===== src/rtl/jk_bank_ctrl_if.sv =====
// Command/status bundle between a host and jk_bank_ctrl.
// The host drives the command fields; the controller returns the handshake and status.
interface jk_bank_ctrl_if #(
  parameter int WIDTH = 4,
  parameter int CNTW  = 8
) ();
  logic             cmd_valid;
  logic             cmd_ready;
  logic [2:0]       cmd_op;
  logic [WIDTH-1:0] cmd_arg;
  logic [CNTW-1:0]  cmd_steps;
  logic             busy;
  logic             done;
  logic             err;
  logic [WIDTH-1:0] value;

  modport master (
    output cmd_valid, cmd_op, cmd_arg, cmd_steps,
    input  cmd_ready, busy, done, err, value
  );

  modport slave (
    input  cmd_valid, cmd_op, cmd_arg, cmd_steps,
    output cmd_ready, busy, done, err, value
  );
endinterface


===== src/rtl/jk_bank_ctrl.sv =====
// Sequencer driving the J/K inputs of a bank of JK flip-flops, one command at a time,
// verifying the bank's Q outputs against a shadow copy after every applied step.
module jk_bank_ctrl #(
  parameter int WIDTH = 4,
  parameter int CNTW  = 8
) (
  input  logic             clk,
  input  logic             reset,
  jk_bank_ctrl_if.slave    cmd,
  output logic [WIDTH-1:0] j,
  output logic [WIDTH-1:0] k,
  input  logic [WIDTH-1:0] q
);

  localparam logic [2:0] OP_NOP    = 3'd0;
  localparam logic [2:0] OP_LOAD   = 3'd1;
  localparam logic [2:0] OP_CLEAR  = 3'd2;
  localparam logic [2:0] OP_SET    = 3'd3;
  localparam logic [2:0] OP_TOGGLE = 3'd4;
  localparam logic [2:0] OP_UP     = 3'd5;
  localparam logic [2:0] OP_DOWN   = 3'd6;

  typedef enum logic [1:0] {
    ST_IDLE  = 2'd0,
    ST_APPLY = 2'd1,
    ST_CHECK = 2'd2,
    ST_FIN   = 2'd3
  } state_e;

  state_e           state_reg;
  logic [2:0]       op_reg;
  logic [WIDTH-1:0] arg_reg;
  logic [CNTW-1:0]  steps_reg;
  logic [WIDTH-1:0] shadow_reg;
  logic [WIDTH-1:0] j_reg;
  logic [WIDTH-1:0] k_reg;
  logic             done_reg;
  logic             err_reg;

  logic [2:0]       src_op;
  logic [WIDTH-1:0] src_arg;
  logic [WIDTH-1:0] pat_j;
  logic [WIDTH-1:0] pat_k;
  logic [WIDTH-1:0] shadow_next;
  logic [WIDTH-1:0] up_mask;
  logic [WIDTH-1:0] dn_mask;
  logic             cmd_is_count;
  logic             cmd_is_noop;

  // Bit i toggles on increment when every lower bit is 1, on decrement when every lower bit is 0.
  assign up_mask[0] = 1'b1;
  assign dn_mask[0] = 1'b1;
  for (genvar gi = 1; gi < WIDTH; gi++) begin : g_chain
    assign up_mask[gi] = &shadow_reg[gi-1:0];
    assign dn_mask[gi] = &(~shadow_reg[gi-1:0]);
  end

  // The first step is built from the incoming command, later steps from the captured one.
  assign src_op  = (state_reg == ST_IDLE) ? cmd.cmd_op  : op_reg;
  assign src_arg = (state_reg == ST_IDLE) ? cmd.cmd_arg : arg_reg;

  always_comb begin
    pat_j = '0;
    pat_k = '0;
    case (src_op)
      OP_LOAD: begin
        pat_j = src_arg;
        pat_k = ~src_arg;
      end
      OP_CLEAR: pat_k = '1;
      OP_SET:   pat_j = '1;
      OP_TOGGLE: begin
        pat_j = src_arg;
        pat_k = src_arg;
      end
      OP_UP: begin
        pat_j = up_mask;
        pat_k = up_mask;
      end
      OP_DOWN: begin
        pat_j = dn_mask;
        pat_k = dn_mask;
      end
      default: begin
        pat_j = '0;
        pat_k = '0;
      end
    endcase
  end

  always_comb begin
    shadow_next = shadow_reg;
    case (op_reg)
      OP_LOAD:   shadow_next = arg_reg;
      OP_CLEAR:  shadow_next = '0;
      OP_SET:    shadow_next = '1;
      OP_TOGGLE: shadow_next = shadow_reg ^ arg_reg;
      OP_UP:     shadow_next = shadow_reg + WIDTH'(1);
      OP_DOWN:   shadow_next = shadow_reg - WIDTH'(1);
      default:   shadow_next = shadow_reg;
    endcase
  end

  assign cmd_is_count = (cmd.cmd_op == OP_UP) || (cmd.cmd_op == OP_DOWN);
  assign cmd_is_noop  = (cmd.cmd_op == OP_NOP) || (cmd.cmd_op == 3'd7) ||
                        (cmd_is_count && (cmd.cmd_steps == '0));

  always_ff @(posedge clk) begin
    if (reset) begin
      state_reg  <= ST_IDLE;
      op_reg     <= OP_NOP;
      arg_reg    <= '0;
      steps_reg  <= '0;
      shadow_reg <= '0;
      j_reg      <= '0;
      k_reg      <= '0;
      done_reg   <= 1'b0;
      err_reg    <= 1'b0;
    end else begin
      // Drives default to "hold" so J/K are nonzero only while in APPLY.
      j_reg    <= '0;
      k_reg    <= '0;
      done_reg <= 1'b0;
      case (state_reg)
        ST_IDLE: begin
          if (cmd.cmd_valid) begin
            op_reg  <= cmd.cmd_op;
            arg_reg <= cmd.cmd_arg;
            err_reg <= 1'b0;
            if (cmd_is_noop) begin
              state_reg <= ST_FIN;
              done_reg  <= 1'b1;
            end else begin
              state_reg <= ST_APPLY;
              j_reg     <= pat_j;
              k_reg     <= pat_k;
              steps_reg <= cmd_is_count ? cmd.cmd_steps : CNTW'(1);
            end
          end
        end
        ST_APPLY: begin
          shadow_reg <= shadow_next;
          state_reg  <= ST_CHECK;
        end
        ST_CHECK: begin
          if (q != shadow_reg) begin
            // Resynchronise to what the bank really holds and abandon the rest.
            err_reg    <= 1'b1;
            shadow_reg <= q;
            state_reg  <= ST_FIN;
            done_reg   <= 1'b1;
          end else if (steps_reg > CNTW'(1)) begin
            steps_reg <= steps_reg - CNTW'(1);
            j_reg     <= pat_j;
            k_reg     <= pat_k;
            state_reg <= ST_APPLY;
          end else begin
            state_reg <= ST_FIN;
            done_reg  <= 1'b1;
          end
        end
        ST_FIN: begin
          state_reg <= ST_IDLE;
        end
        default: begin
          state_reg <= ST_IDLE;
        end
      endcase
    end
  end

  assign cmd.cmd_ready = (state_reg == ST_IDLE) && !reset;
  assign cmd.busy      = (state_reg != ST_IDLE);
  assign cmd.done      = done_reg;
  assign cmd.err       = err_reg;
  assign cmd.value     = shadow_reg;
  assign j             = j_reg;
  assign k             = k_reg;

endmodule


===== src/flat_wrapper.sv =====
// flat-port wrapper written by rule: the top's interface ports become plain ports
module jk_bank_ctrl_flat 
#(
  parameter int WIDTH = 4,
  parameter int CNTW  = 8
)
  (clk, reset, j, k, q, cmd_cmd_valid, cmd_cmd_op, cmd_cmd_arg, cmd_cmd_steps, cmd_cmd_ready, cmd_busy, cmd_done, cmd_err, cmd_value);
  jk_bank_ctrl_if #(.WIDTH(WIDTH), .CNTW(CNTW)) cmd_i ();
  input  logic clk;
  input  logic reset;
  output logic [WIDTH-1:0] j;
  output logic [WIDTH-1:0] k;
  input  logic [WIDTH-1:0] q;
  input wire logic [$bits(cmd_i.cmd_valid)-1:0] cmd_cmd_valid;
  input wire logic [$bits(cmd_i.cmd_op)-1:0] cmd_cmd_op;
  input wire logic [$bits(cmd_i.cmd_arg)-1:0] cmd_cmd_arg;
  input wire logic [$bits(cmd_i.cmd_steps)-1:0] cmd_cmd_steps;
  output wire logic [$bits(cmd_i.cmd_ready)-1:0] cmd_cmd_ready;
  output wire logic [$bits(cmd_i.busy)-1:0] cmd_busy;
  output wire logic [$bits(cmd_i.done)-1:0] cmd_done;
  output wire logic [$bits(cmd_i.err)-1:0] cmd_err;
  output wire logic [$bits(cmd_i.value)-1:0] cmd_value;
  assign cmd_i.cmd_valid = cmd_cmd_valid;
  assign cmd_i.cmd_op = cmd_cmd_op;
  assign cmd_i.cmd_arg = cmd_cmd_arg;
  assign cmd_i.cmd_steps = cmd_cmd_steps;
  assign cmd_cmd_ready = cmd_i.cmd_ready;
  assign cmd_busy = cmd_i.busy;
  assign cmd_done = cmd_i.done;
  assign cmd_err = cmd_i.err;
  assign cmd_value = cmd_i.value;
  jk_bank_ctrl #(.WIDTH(WIDTH), .CNTW(CNTW)) u_core (.clk(clk), .reset(reset), .cmd(cmd_i), .j(j), .k(k), .q(q));
endmodule

===== config.mk =====
export PLATFORM = sky130hd
export DESIGN_NAME = jk_bank_ctrl_flat
export DESIGN_NICKNAME = d
export VERILOG_FILES = /design/src/rtl/jk_bank_ctrl_if.sv /design/src/rtl/jk_bank_ctrl.sv /design/src/flat_wrapper.sv
export SDC_FILE = /design/constraint.sdc
export NUM_CORES = 1
export LEC_CHECK = 0
export BUFFER_PORTS_ARGS = -buffer_cell sky130_fd_sc_hd__buf_2
export CAP_MARGIN = 10
export CORE_ASPECT_RATIO = 0.9
export CORE_UTILIZATION = 56
export DETAILED_ROUTE_END_ITERATION = 10
export PLACE_DENSITY = 0.75
export SLEW_MARGIN = 20
export SYNTH_ARGS = -nofsm -noshare
export SYNTH_HDL_FRONTEND = slang
export SYNTH_SLANG_ARGS = --single-unit
export TNS_END_PERCENT = 10

===== constraint.sdc =====
create_clock -name clk -period 3 [get_ports clk]
set_input_delay 0 -clock clk [delete_from_list [all_inputs] [get_ports clk]]
set_output_delay 0 -clock clk [all_outputs]
set_load 0.02 [all_outputs]

Word level (Yosys, flattened, before mapping)
Index checks and enable logic that the tools add are counted.
- $add $sub $neg: 3
- order comparisons: 1
- eq/ne operators: 25
- multiplexer cells: 36
- bitwise operators: 5
- reductions and logical operators: 21
- operators with widths (kind ; count):
    4-bit 2-to-1 mux ; 10
    8-bit 2-to-1 mux ; 5
    3-bit equality test (second input constant) ; 9
    4-bit case mux with 2 select lines ; 3
    4-bit case mux with 6 select lines ; 1
    4-bit case mux with 5 select lines ; 1
    4-bit case mux with 4 select lines ; 1
    8-bit case mux with 2 select lines ; 1
    3-bit by 2-bit equality test with 1-bit output (second input constant) ; 4
    3-bit AND reduction ; 4
    8-bit by 1-bit > comparator with 1-bit output (second input constant) ; 1
    8-bit logical NOT ; 1
    2-bit 2-to-1 mux ; 4
    2-bit case mux with 4 select lines ; 1
    8-bit by 1-bit subtractor with 8-bit output (second input constant) ; 1
    7-bit inequality test (second input constant) ; 1
    3-bit by 1-bit equality test with 1-bit output (second input constant) ; 2
    1-bit 2-to-1 mux ; 6
    2-bit inequality test (second input constant) ; 3
    2-bit AND reduction ; 3
    2-bit nonzero test ; 3
    5-bit AND reduction ; 1
    4-bit by 1-bit adder with 4-bit output (second input constant) ; 1
    2-bit equality test (second input constant) ; 2
    17 further kinds ; 22
- bits in registers: 31
- input bits: 22
- logic and storage cells: 100

Longest topological paths before layout
Gate-level depths: netlist of the first run.
- word-level depth: 8
- depth in mapped cells: 10
- mapped depth without buffers: 9

Worst setup path after synthesis of the first run
OpenSTA, ideal clock, no wires.
- path kind: register -> register
- start: reg u_core.op_reg[1]
- end: reg u_core.shadow_reg[1] (netlist: u_core.cmd.value[1])
- setup time: 140 ps
- arrival time: 2119 ps
- slack: 742 ps
- stages on the path, launching flop included: 11
- buffers on the path: 2
- cell sequence: dfxtp_1 clkbuf_1 buf_2 nand2_1 nor2_1 fa_1 mux2i_1 a32o_1 a21oi_1 a31oi_1 a221oi_1
- word-level cells in the longest chain between the ends: 3
- RTL lines (element ; line ; RTL):
    start: declaration ; jk_bank_ctrl.sv:31 ; logic [2:0] op_reg;
    start signal: assignment ; jk_bank_ctrl.sv:127 ; op_reg <= cmd.cmd_op;
    3-bit equality test (tied with other cells) ; jk_bank_ctrl.sv:93 ; case (op_reg)
    4-bit case mux with 6 select lines or 7-bit inequality test (tied branches) ; n/a ;
    4-bit case mux with 2 select lines or 3-bit AND reduction (tied branches) ; n/a ;
    end signal: assignment ; jk_bank_ctrl.sv:142 ; shadow_reg <= shadow_next;
    end signal: assignment ; jk_bank_ctrl.sv:149 ; shadow_reg <= q;
    end: declaration ; jk_bank_ctrl.sv:34 ; logic [WIDTH-1:0] shadow_reg;
Parallel ways exist; a longest one is shown, timed or not.
A chain may end at the register's enable or synchronous reset.

Worst setup path after layout of the first run
- start: reg u_core.op_reg[0]
- end: reg u_core.shadow_reg[1] (netlist: u_core.cmd.value[1])
Same word-level chain as after synthesis.

==> results of run 1 <==
[through the flow]
step                hold WS [ns]  cells  instance area [sq um]  power [mW]  worst slack (ns)
finish                   0.00507    386                   2620        2.41             0.577
global route             0.00492    386                   2620        2.59             0.374
CTS                      0.00841    386                   2620        2.40             0.584
detailed placement         0.267    373                   2470        2.02             0.621
global placement           0.262    373                   2470        2.00             0.655
floorplan                  0.136    300                   2260        1.71             0.742
[Yosys cell counts, types with 6 or more instances]
cell,instances,share of area (%)
clkbuf_1,9,1.5
nand2_1,40,6.6
xor2_1,8,3.1
inv_1,17,2.8
nor3_1,12,2.7
nand3_1,15,3.3
o21ai_0,9,2.0
ha_1,7,3.9
dfxtp_1,31,27
buf_2,6,1.3
nor2_1,23,3.8
a21oi_1,28,6.2
a211oi_1,7,2.3
mux2i_1,12,5.3
[cells in the final DEF (no fill, tap or decap), drive strengths merged, types with 3 or more instances in the layout]
cell type / netlist / routed
nor3: 12 / 12
o31ai: 3 / 3
ha: 7 / 7
mux2i: 12 / 12
mux2: 4 / 4
o22ai: 3 / 3
nand2b: 3 / 3
nor2: 23 / 23
o211ai: 3 / 3
a21o: 4 / 4
o21ai: 10 / 10
a211oi: 7 / 7
xor2: 8 / 8
buf: 9 / 45
inv: 17 / 17
a211o: 3 / 3
dfxtp: 31 / 31
or3: 3 / 3
a21oi: 29 / 29
dlygate4sd3: 0 / 5
a31oi: 4 / 4
nor4: 5 / 5
and3: 4 / 4
clkbuf: 9 / 8
nand3: 15 / 15
nand2: 40 / 40
[power by group]
part / internal [mW] / switching, mW
Combinational: 0.554 / 0.873
Clock: 0.209 / 0.157
Sequential: 0.513 / 0.105
Total: 1.28 / 1.14
[repair_timing]
item,4_1_cts,5_1_grt
resized for setup,0,0
endpoints found under the hold margin,5,0
setup endpoints to repair,0,0
hold buffers,5,0
[worst paths after layout]
kind / cells past startpoint / from / to
max: 9 / u_core.op_reg[0]$_SDFFE_PP0P_ / u_core.cmd.value[1]$_SDFFE_PP0P_
min: 3 / q[1] / u_core.cmd.value[1]$_SDFFE_PP0P_
max reg2reg: 9 / u_core.op_reg[0]$_SDFFE_PP0P_ / u_core.cmd.value[1]$_SDFFE_PP0P_
min reg2reg: 2 / u_core.cmd.err$_SDFFE_PP0P_ / u_core.cmd.err$_SDFFE_PP0P_
[logic make-up (layout without fill, tap and decap cells)]
group	after synthesis	after routing	synth area share, %
mux	16	16	7.31
xor+xnor	9	9	3.49
simple gates	114	114	24.1
buf+inv	35	75	6.81
compound gates	87	87	26.0
fa+ha+maj	8	8	4.76
flops	31	31	27.5
[per-layer routing]
metal	vias up	part of all wire (%)	global-route usage (%)
met5	-	0	0
met4	0	0.77	10.7
met3	4	6.5	8.09
met2	87	43	43.2
met1	1097	50	43.5
li1	1170	-	-
[tightest hold or removal path, cell delays in order]
cell and delay (ns):
buf_2 0.11, nand2_1 0.06, a221oi_1 0.06
[area by class of cell]
class / count / area share (%)
Clock buffer: 8 / 3.82
Inverter: 17 / 2.43
Multi-Input combinational cell: 234 / 56.6
Sequential cell: 31 / 23.7
Tap cell: 46 / 2.20
Timing Repair Buffer: 50 / 11.3
==> qor.yml, run 1 <==
hold_path:
  hold_class: "in -> reg"
yosys:
  yosysSeqAreaShare_pct: 27.5
  synthFlopType: "dfxtp_1"
  synth_edf_count: 0
  syn_inst: 300
  async_flop_share_pct: 0
  ys_seq_elements: 31
  synth_cell_types: 53
  syn_nets: 330
  ys_warn_count: 0
  syn_area_sq_mm: 0.00226
  avgSynthCellArea_sq_um: 7.53
clock_tree:
  cts_tree: "yes"
  clk_path_buf_depth: 2
  cts.reportedPaths.clkPinSlew_ns: 0.06
  cts_root_buf: "clkbuf_8"
  cts.sinks: 31
  post_cts_buffers: 0
  insertion_delay_ns: 0.29
  h-tree-depth: 2
  cts_buffers: 5
timing:
  slew_headroom_pct: 54.9
  fmax_mhz: 413
  finalSetupTns_ns: 0
  setup_viol: 0
  rsz0062_at_grt: "no"
  hold_viol_final: 0
  worstMarginPinSlew_ns: 0.657
  finalClockSkew_ns: 0.00676
  report.final.slew_viol_count: 0
  post-route-period-util_pct: 80.8
  period_minus_slack_ns: 2.42
worst_setup_path:
  cp_max_fo: 12
  critical_path.top_delay_family: "compound AO/OA/AOI/OAI gates"
  r2r_slack_ns: 0.58
  worstSetupPathType: "reg -> reg"
  path_cells: "inv_1, nand2_1, nor2_1, fa_1, mux2i_1, a32o_1, a21oi_1, a31oi_1, a221oi_1"
  cp_slowest_stage_delay_ns: 0.56
  critical_path_buf_inv_count: 1
  critPathRequiredTime_ns: 3.19
  slowest_stage: "dfxtp_1"
  end_kind: "register"
  arrival_ns: 2.61
  startpoint_type: "register"
power_and_ir_drop:
  power.density_mw_per_mm2: 920
  leakage_nw: 1.12
  max-vdd-ir-drop_uv: 529
global_routing:
  grt_pass1_wl_mm: 10.0
  grt_usage_pct: 30.4
  antenna_found_initial: 0
  grt_max_degree: 30
  first_global_vias: 2248
  grt.overflow.total: 0
run:
  drv_cap: 0
floorplanning:
  die_y_um: 62.2
  die_area_sq_mm: 0.00429
  start_util_pct: 59.7
  fp.dieW_um: 68.9
  num_rows: 21
  io_pins: 38
  core_sq_mm: 0.00378
cells_and_area:
  area_growth_pct: 16.1
  fillerInstances: 334
  post-route-util_pct: 69.3
  multi_input_area_sq_mm: 0.00148
  drive_above_1_share_pct: 17.6
  fin_nets: 369
  diodes: 0
  largest_reg_flops: 8
  register_area_sq_um: 621
placement:
  port_buffers: 37
  dp_hpwl_mm: 4.29
  gp_congestion: 0.916
drt:
  ant_nets: 0
  wirelength_mm: 5.96
  first_iter_violations: 245
  viasPerCell: 6.11
  dr.pass1.iters: 4
  drc_errors: 0
  routedWlPerCell_um: 15.4
  vias: 2358
status:
  status: "finished clean"
Power figures use the tool's default switching activity.
==> inputs of run 2 (changes only) <==
Settings changed: ABC_AREA from default to 1, CORE_UTILIZATION 56 to 50, PLACE_DENSITY 0.75 to 0.71.
Clock period 3 ns to 1.96 ns, I/O delays scaled along.
==> qor.yml, run 2 <==
placement:
  dp_hpwl_mm: 4.25  # was 4.29 mm
  gp_congestion: 0.847  # was 0.916
  port_buffers: 37  # unchanged
worst_setup_path:
  arrival_ns: 2.06  # was 2.61 ns
  critical_path.top_delay_family: "simple AND/OR/NAND/NOR gates"  # was compound AO/OA/AOI/OAI gates
  end_kind: "register"  # unchanged
  cp_common_cell: "nor2_1"
  critical_path_buf_inv_count: 1  # unchanged
  path_cells: "inv_1, ha_2, o21ai_2, nand2_2, nor2_2, nand3_1, mux2i_1, nor2_1, nor2_1"  # was inv_1, nand2_1, nor2_1, fa_1, mux2i_1, a32o_1, a21oi_1, a31oi_1, a221oi_1
  cp_slowest_stage_delay_ns: 0.36  # was 0.56 ns
  critPathRequiredTime_ns: 2.20  # was 3.19 ns
  slowest_stage: "dfxtp_1"  # unchanged
  cp_max_fo: 10  # was 12
  worstSetupPathType: "reg -> reg"  # unchanged
  startpoint_type: "register"  # unchanged
timing:
  post-route-period-util_pct: 92.8  # was 80.8%
  finalClockSkew_ns: 0.0106  # was 0.00676 ns
  slew_headroom_pct: 72.2  # was 54.9%
  rsz0062_at_grt: "yes"  # was no
  report.final.slew_viol_count: 0  # unchanged
  fmax_mhz: 550  # was 413 MHz
  period_minus_slack_ns: 1.82  # was 2.42 ns
  setup_viol: 0  # unchanged
  hold_viol_final: 0  # unchanged
  worstMarginPinSlew_ns: 0.417  # was 0.657 ns
status:
  violations: "design-rule violations"
  status: "complete, but fails checks"  # was finished clean
drt:
  dr.pass1.iters: 8  # was 4
  vias: 2346  # was 2358
  wirelength_mm: 5.63  # was 5.96 mm
  viasPerCell: 5.30  # was 6.11
  drc_errors: 8  # was 0
  ant_nets: 0  # unchanged
  first_iter_violations: 305  # was 245
  routedWlPerCell_um: 12.7  # was 15.4 um
global_routing:
  grt_max_degree: 19  # was 30
  grt_pass1_wl_mm: 9.63  # was 10.0 mm
  first_global_vias: 2113  # was 2248
  grt_usage_pct: 27.3  # was 30.4%
  grt.overflow.total: 0  # unchanged
  antenna_found_initial: 0  # unchanged
yosys:
  yosys.area.top_type: "dfxtp_1"  # unchanged
  syn_inst: 343  # was 300
  yosys.area.top_type_share_pct: 29.0  # was 27.5%
  ys_seq_elements: 31  # unchanged
  yosysSeqAreaShare_pct: 29.0  # was 27.5%
  syn_nets: 373  # was 330
  async_flop_share_pct: 0  # unchanged
  synthFlopType: "dfxtp_1"  # unchanged
  synth_cell_types: 31  # was 53
  synthTopCellsByCount: "nand2_1 (85), nor2_1 (51), nand3_1 (34)"  # was nand2_1 (40), dfxtp_1 (31), a21oi_1 (28)
  ys_warn_count: 0  # unchanged
  syn_area_sq_mm: 0.00214  # was 0.00226 sq mm
  yosysMostFrequentCell: "nand2_1"  # unchanged
  synth_edf_count: 0  # unchanged
  synth_area_leaders: "dfxtp_1 (29%), nand2_1 (15%), nor2_1 (9.0%)"  # was dfxtp_1 (27%), nand2_1 (6.6%), a21oi_1 (6.2%)
  avgSynthCellArea_sq_um: 6.23  # was 7.53 sq um
power_and_ir_drop:
  power_mw: 2.91  # was 2.41 mW
  max-vdd-ir-drop_uv: 616  # was 529 uV
  power.internal_mw: 1.65  # was 1.28 mW
  netSwitchingFraction_pct: 43.3  # was 47.1%
  switchingPower_mw: 1.26  # was 1.14 mW
  p_seq_share_pct: 28.8  # was 25.7%
  comb_power_share_pct: 48.1  # was 59.2%
  power.density_mw_per_mm2: 1120  # was 920 mW/mm^2
  leakage_nw: 1.30  # was 1.12 nW
  p_clk_share_pct: 23.1  # was 15.2%
cells_and_area:
  largest_reg_flops: 8  # unchanged
  area_growth_pct: 21.2  # was 16.1%
  post-route-util_pct: 63.2  # was 69.3%
  final_common_cell: "nand2_1"  # unchanged
  drive_above_1_share_pct: 18.2  # was 17.6%
  fillerInstances: 382  # was 334
  final_cell_mix: "nand2_1 (84), nor2_1 (51), buf_2 (37)"  # was nand2_1 (40), buf_2 (37), dfxtp_1 (31)
  diodes: 0  # unchanged
  fin_nets: 424  # was 369
floorplanning:
  start_util_pct: 52.1  # was 59.7%
  fp.dieW_um: 70.9  # was 68.9 um
  die_area_sq_mm: 0.00454  # was 0.00429 sq mm
  core_sq_mm: 0.00410  # was 0.00378 sq mm
  num_rows: 22  # was 21
  die_y_um: 64.0  # was 62.2 um
  io_pins: 38  # unchanged
clock_tree:
  insertion_delay_ns: 0.30  # was 0.29 ns
  cts_tree: "yes"  # unchanged
  cts.reportedPaths.clkPinSlew_ns: 0.07  # was 0.06 ns
  h-tree-depth: 2  # unchanged
  clk_path_buf_depth: 2  # unchanged
  post_cts_buffers: 0  # unchanged
  cts_buffers: 5  # unchanged
  cts_root_buf: "clkbuf_8"  # unchanged
  cts.sinks: 31  # unchanged
run:
  drv_cap: 0  # unchanged
hold_path:
  hold_class: "in -> reg"  # unchanged
run 2: path summary, 6_finish.rpt:
kind                                                  startpoint                          endpoint  depth (start not counted)  slack (ns)
worst max-delay path            u_core.state_reg[0]$_SDFFE_PP0P_            u_core.k[3]$_SDFF_PP0_                          9        0.14
worst min-delay path                              cmd_cmd_arg[3]    u_core.arg_reg[3]$_SDFFE_PP0P_                          3       0.005
worst max register to register  u_core.state_reg[0]$_SDFFE_PP0P_            u_core.k[3]$_SDFF_PP0_                          9        0.14
worst min register to register  u_core.steps_reg[3]$_SDFFE_PP0P_  u_core.steps_reg[3]$_SDFFE_PP0P_                          2        0.48
run 2: what timing repair did:
item / in CTS / in global routing
hold buffers: 4 / 0
endpoints found under the setup margin: 0 / 9
hold endpoints to repair: 4 / 0
resized for setup: 0 / 4
run 2: final cells by class:
class	count	area, sq um	share of cell area [%]
Multi-Input combinational cell	268	1350	52.0
Inverter	35	131	5.07
Timing Repair Buffer	53	315	12.2
Clock inverter	2	35.0	1.35
Sequential cell	31	621	23.9
Tap cell	48	60.1	2.32
Clock buffer	6	82.6	3.19
run 2: worst min-delay path: cells and delay by family:
kind / cells / cell delay, ns
buffers and inverters: 1 / 0.11
and+or+nand+nor: 1 / 0.09
AOI/OAI and AO/OA: 1 / 0.05
run 2: power groups by stage:
stage	clock (mW)	combinational, mW	sequential [mW]
after global routing	0.715	1.58	0.856
after detailed placement	0	1.36	0.850
final	0.673	1.40	0.839
after global placement	0	1.34	0.848
after floorplan	0	0.985	0.862
after CTS	0.687	1.37	0.837
run 2: through the flow:
step	instances	area, sq um	hold slack (ns)	worst slack [ns]	setup TNS [ns]
floorplan	343	2140	0.143	0.297	0
finish	443	2590	0.00539	0.141	0
detailed placement	431	2430	0.270	0.0395	0
global route	443	2590	0.0211	-0.0365	-0.0464
global placement	431	2430	0.277	0.147	0
CTS	443	2590	0.00304	0.0230	0
run 2: cell families (layout without fill, tap and decap cells):
kind of cell | after synthesis | in the layout | synth area share, %
compound gates | 62 | 62 | 16.2
flops | 31 | 31 | 29.0
buf+inv | 44 | 96 | 8.25
fa+ha+maj | 8 | 8 | 5.03
xor+xnor | 9 | 9 | 3.69
mux | 3 | 3 | 1.40
simple gates | 186 | 186 | 36.5
run 2: layer usage:
layer  vias up  track usage (%)  wire (um)
met5         -                0          0
met1      1045             37.8       2800
met3        15             6.31        285
met2        61             40.3       2380
li1       1225                -          -
met4         0             11.8        151
==> inputs of run 3 (changes only) <==
Settings changed: ABC_AREA 1 to default, CORE_UTILIZATION 50 to 51, PLACE_DENSITY 0.71 to 0.72.
==> qor.yml, run 3 (synthesis results as in run 1) <==
status:
  status: "finished clean"  # was complete, but fails checks
floorplanning:
  start_util_pct: 54.3  # was 52.1%
  die_y_um: 65.1  # was 64.0 um
  core_sq_mm: 0.00416  # was 0.00410 sq mm
  io_pins: 38  # unchanged
  num_rows: 22  # unchanged
  fp.dieW_um: 72.1  # was 70.9 um
  die_area_sq_mm: 0.00470  # was 0.00454 sq mm
cells_and_area:
  fin_nets: 396  # was 424
  post-route-util_pct: 70.2  # was 63.2%
  diodes: 0  # unchanged
  final_common_cell: "nand2_1"  # unchanged
  final_cells: 425  # was 443
  area_growth_pct: 29.3  # was 21.2%
  largest_reg_flops: 8  # unchanged
  final_cell_mix: "nand2_1 (39), buf_2 (37), buf_4 (36)"  # was nand2_1 (84), nor2_1 (51), buf_2 (37)
  register_area_sq_um: 623  # was 621 sq um
  drive_above_1_share_pct: 29.3  # was 18.2%
  multi_input_area_sq_mm: 0.00159  # was 0.00135 sq mm
  fillerInstances: 334  # was 382
drt:
  wirelength_mm: 6.46  # was 5.63 mm
  viasPerCell: 5.76  # was 5.30
  first_iter_violations: 186  # was 305
  ant_nets: 0  # unchanged
  vias: 2447  # was 2346
  drc_errors: 0  # was 8
  dr.pass1.iters: 4  # was 8
  routedWlPerCell_um: 15.2  # was 12.7 um
worst_setup_path:
  startpoint_type: "register"  # unchanged
  slowest_stage: "fa_1"  # was dfxtp_1
  critical_path.top_delay_family: "compound AO/OA/AOI/OAI gates"  # was simple AND/OR/NAND/NOR gates
  cp.depth: 9  # unchanged
  cp_max_fo: 3  # was 10
  cp_slowest_stage_delay_ns: 0.51  # was 0.36 ns
  end_kind: "register"  # unchanged
  r2r_cells: 9  # unchanged
  critical_path_buf_inv_count: 1  # unchanged
  critPathRequiredTime_ns: 2.14  # was 2.20 ns
  arrival_ns: 2.10  # was 2.06 ns
  worstSetupPathType: "reg -> reg"  # unchanged
  path_cells: "inv_1, nand2_2, nor2_4, fa_1, mux2i_1, a32o_1, a21oi_2, a31oi_1, a221oi_1"  # was inv_1, ha_2, o21ai_2, nand2_2, nor2_2, nand3_1, mux2i_1, nor2_1, nor2_1
timing:
  period_minus_slack_ns: 1.92  # was 1.82 ns
  hold_viol_final: 0  # unchanged
  finalClockSkew_ns: 0.00706  # was 0.0106 ns
  rsz0062_at_grt: "yes"  # unchanged
  fmax_mhz: 520  # was 550 MHz
  post-route-period-util_pct: 98.1  # was 92.8%
  report.final.slew_viol_count: 0  # unchanged
  finalSetupTns_ns: 0  # unchanged
  slew_headroom_pct: 62.4  # was 72.2%
  worstMarginPinSlew_ns: 0.564  # was 0.417 ns
  setup_viol: 0  # unchanged
run:
  drv_cap: 0  # unchanged
clock_tree:
  h-tree-depth: 2  # unchanged
  clk_path_buf_depth: 2  # unchanged
  cts_root_buf: "clkbuf_8"  # unchanged
  insertion_delay_ns: 0.28  # was 0.30 ns
  cts.sinks: 31  # unchanged
  cts_buffers: 5  # unchanged
  cts_tree: "yes"  # unchanged
  cts.reportedPaths.clkPinSlew_ns: 0.06  # was 0.07 ns
placement:
  port_buffers: 37  # unchanged
  gp_congestion: 0.903  # was 0.847
  dp_hpwl_mm: 4.67  # was 4.25 mm
  dpl.cell_count: 414  # was 431
power_and_ir_drop:
  leakage_nw: 1.24  # was 1.30 nW
  comb_power_share_pct: 66.6  # was 48.1%
  power_mw: 4.09  # was 2.91 mW
  power.density_mw_per_mm2: 1400  # was 1120 mW/mm^2
  max-vdd-ir-drop_uv: 861  # was 616 uV
  p_clk_share_pct: 11.2  # was 23.1%
  p_seq_share_pct: 22.2  # was 28.8%
  switchingPower_mw: 1.87  # was 1.26 mW
  netSwitchingFraction_pct: 45.7  # was 43.3%
  power.internal_mw: 2.22  # was 1.65 mW
global_routing:
  grt.overflow.total: 0  # unchanged
  grt_pass1_wl_mm: 10.2  # was 9.63 mm
  grt_max_degree: 30  # was 19
  first_global_vias: 2162  # was 2113
  antenna_found_initial: 0  # unchanged
  grt_usage_pct: 28.3  # was 27.3%
hold_path:
  hold_class: "in -> reg"  # unchanged
  hold_path_depth: 3  # unchanged
[run 3: area by class of cell]
| class | count | area share (%) |
|---|---|---|
| Multi-Input combinational cell | 234 | 54.4 |
| Sequential cell | 31 | 21.3 |
| Timing Repair Buffer | 77 | 17.0 |
| Tap cell | 60 | 2.57 |
| Clock buffer | 6 | 2.49 |
| Inverter | 17 | 2.19 |
[run 3: per-layer routing]
| metal | track usage, % | part of all wire, % | vias to the layer above |
|---|---|---|---|
| met5 | 0 | 0 | - |
| met4 | 6.37 | 1.2 | 0 |
| met3 | 5.98 | 8.9 | 9 |
| met2 | 43.7 | 44 | 98 |
| met1 | 40.4 | 46 | 1121 |
| li1 | - | - | 1219 |
[run 3: what timing repair did]
item / 4_1_cts / 5_1_grt
endpoints found under the setup margin: 8 / 18
endpoints found under the hold margin: 4 / 0
hold buffers: 4 / 0
pin swaps: 1 / 8
resized for setup: 3 / 21
buffers inserted: 0 / 1
[run 3: worst paths after layout]
| path | from | end | slack, ns |
|---|---|---|---|
| worst min-delay path | cmd_cmd_steps[1] | u_core.steps_reg[1]$_SDFFE_PP0P_ | 0.009 |
| worst max register to register | u_core.op_reg[0]$_SDFFE_PP0P_ | u_core.cmd.value[1]$_SDFFE_PP0P_ | 0.04 |
| worst max-delay path | u_core.op_reg[0]$_SDFFE_PP0P_ | u_core.cmd.value[1]$_SDFFE_PP0P_ | 0.04 |
| worst min register to register | u_core.cmd.err$_SDFFE_PP0P_ | u_core.cmd.err$_SDFFE_PP0P_ | 0.51 |
[run 3: stage by stage]
stage | hold slack (ns) | setup slack [ns] | instance area [sq um]
global placement | 0.256 | 0.0600 | 2700
CTS | 0.0103 | 0.0114 | 2820
finish | 0.00891 | 0.0381 | 2920
global route | 0.0399 | -0.0596 | 2920
floorplan | 0.136 | -0.0402 | 2280
detailed placement | 0.260 | -0.0468 | 2700
[run 3: tightest hold or removal path, stage by stage]
cell	delay, ns
buf_2	0.11
nand2_1	0.05
a311oi_1	0.08
[run 3: power groups by stage]
stage / logic (mW) / clock network (mW) / registers (mW)
floorplan: 1.63 / 0 / 1.00
global placement: 2.47 / 0 / 0.903
detailed placement: 2.50 / 0 / 0.906
CTS: 2.55 / 0.465 / 0.894
global route: 2.98 / 0.483 / 0.925
finish: 2.72 / 0.458 / 0.909
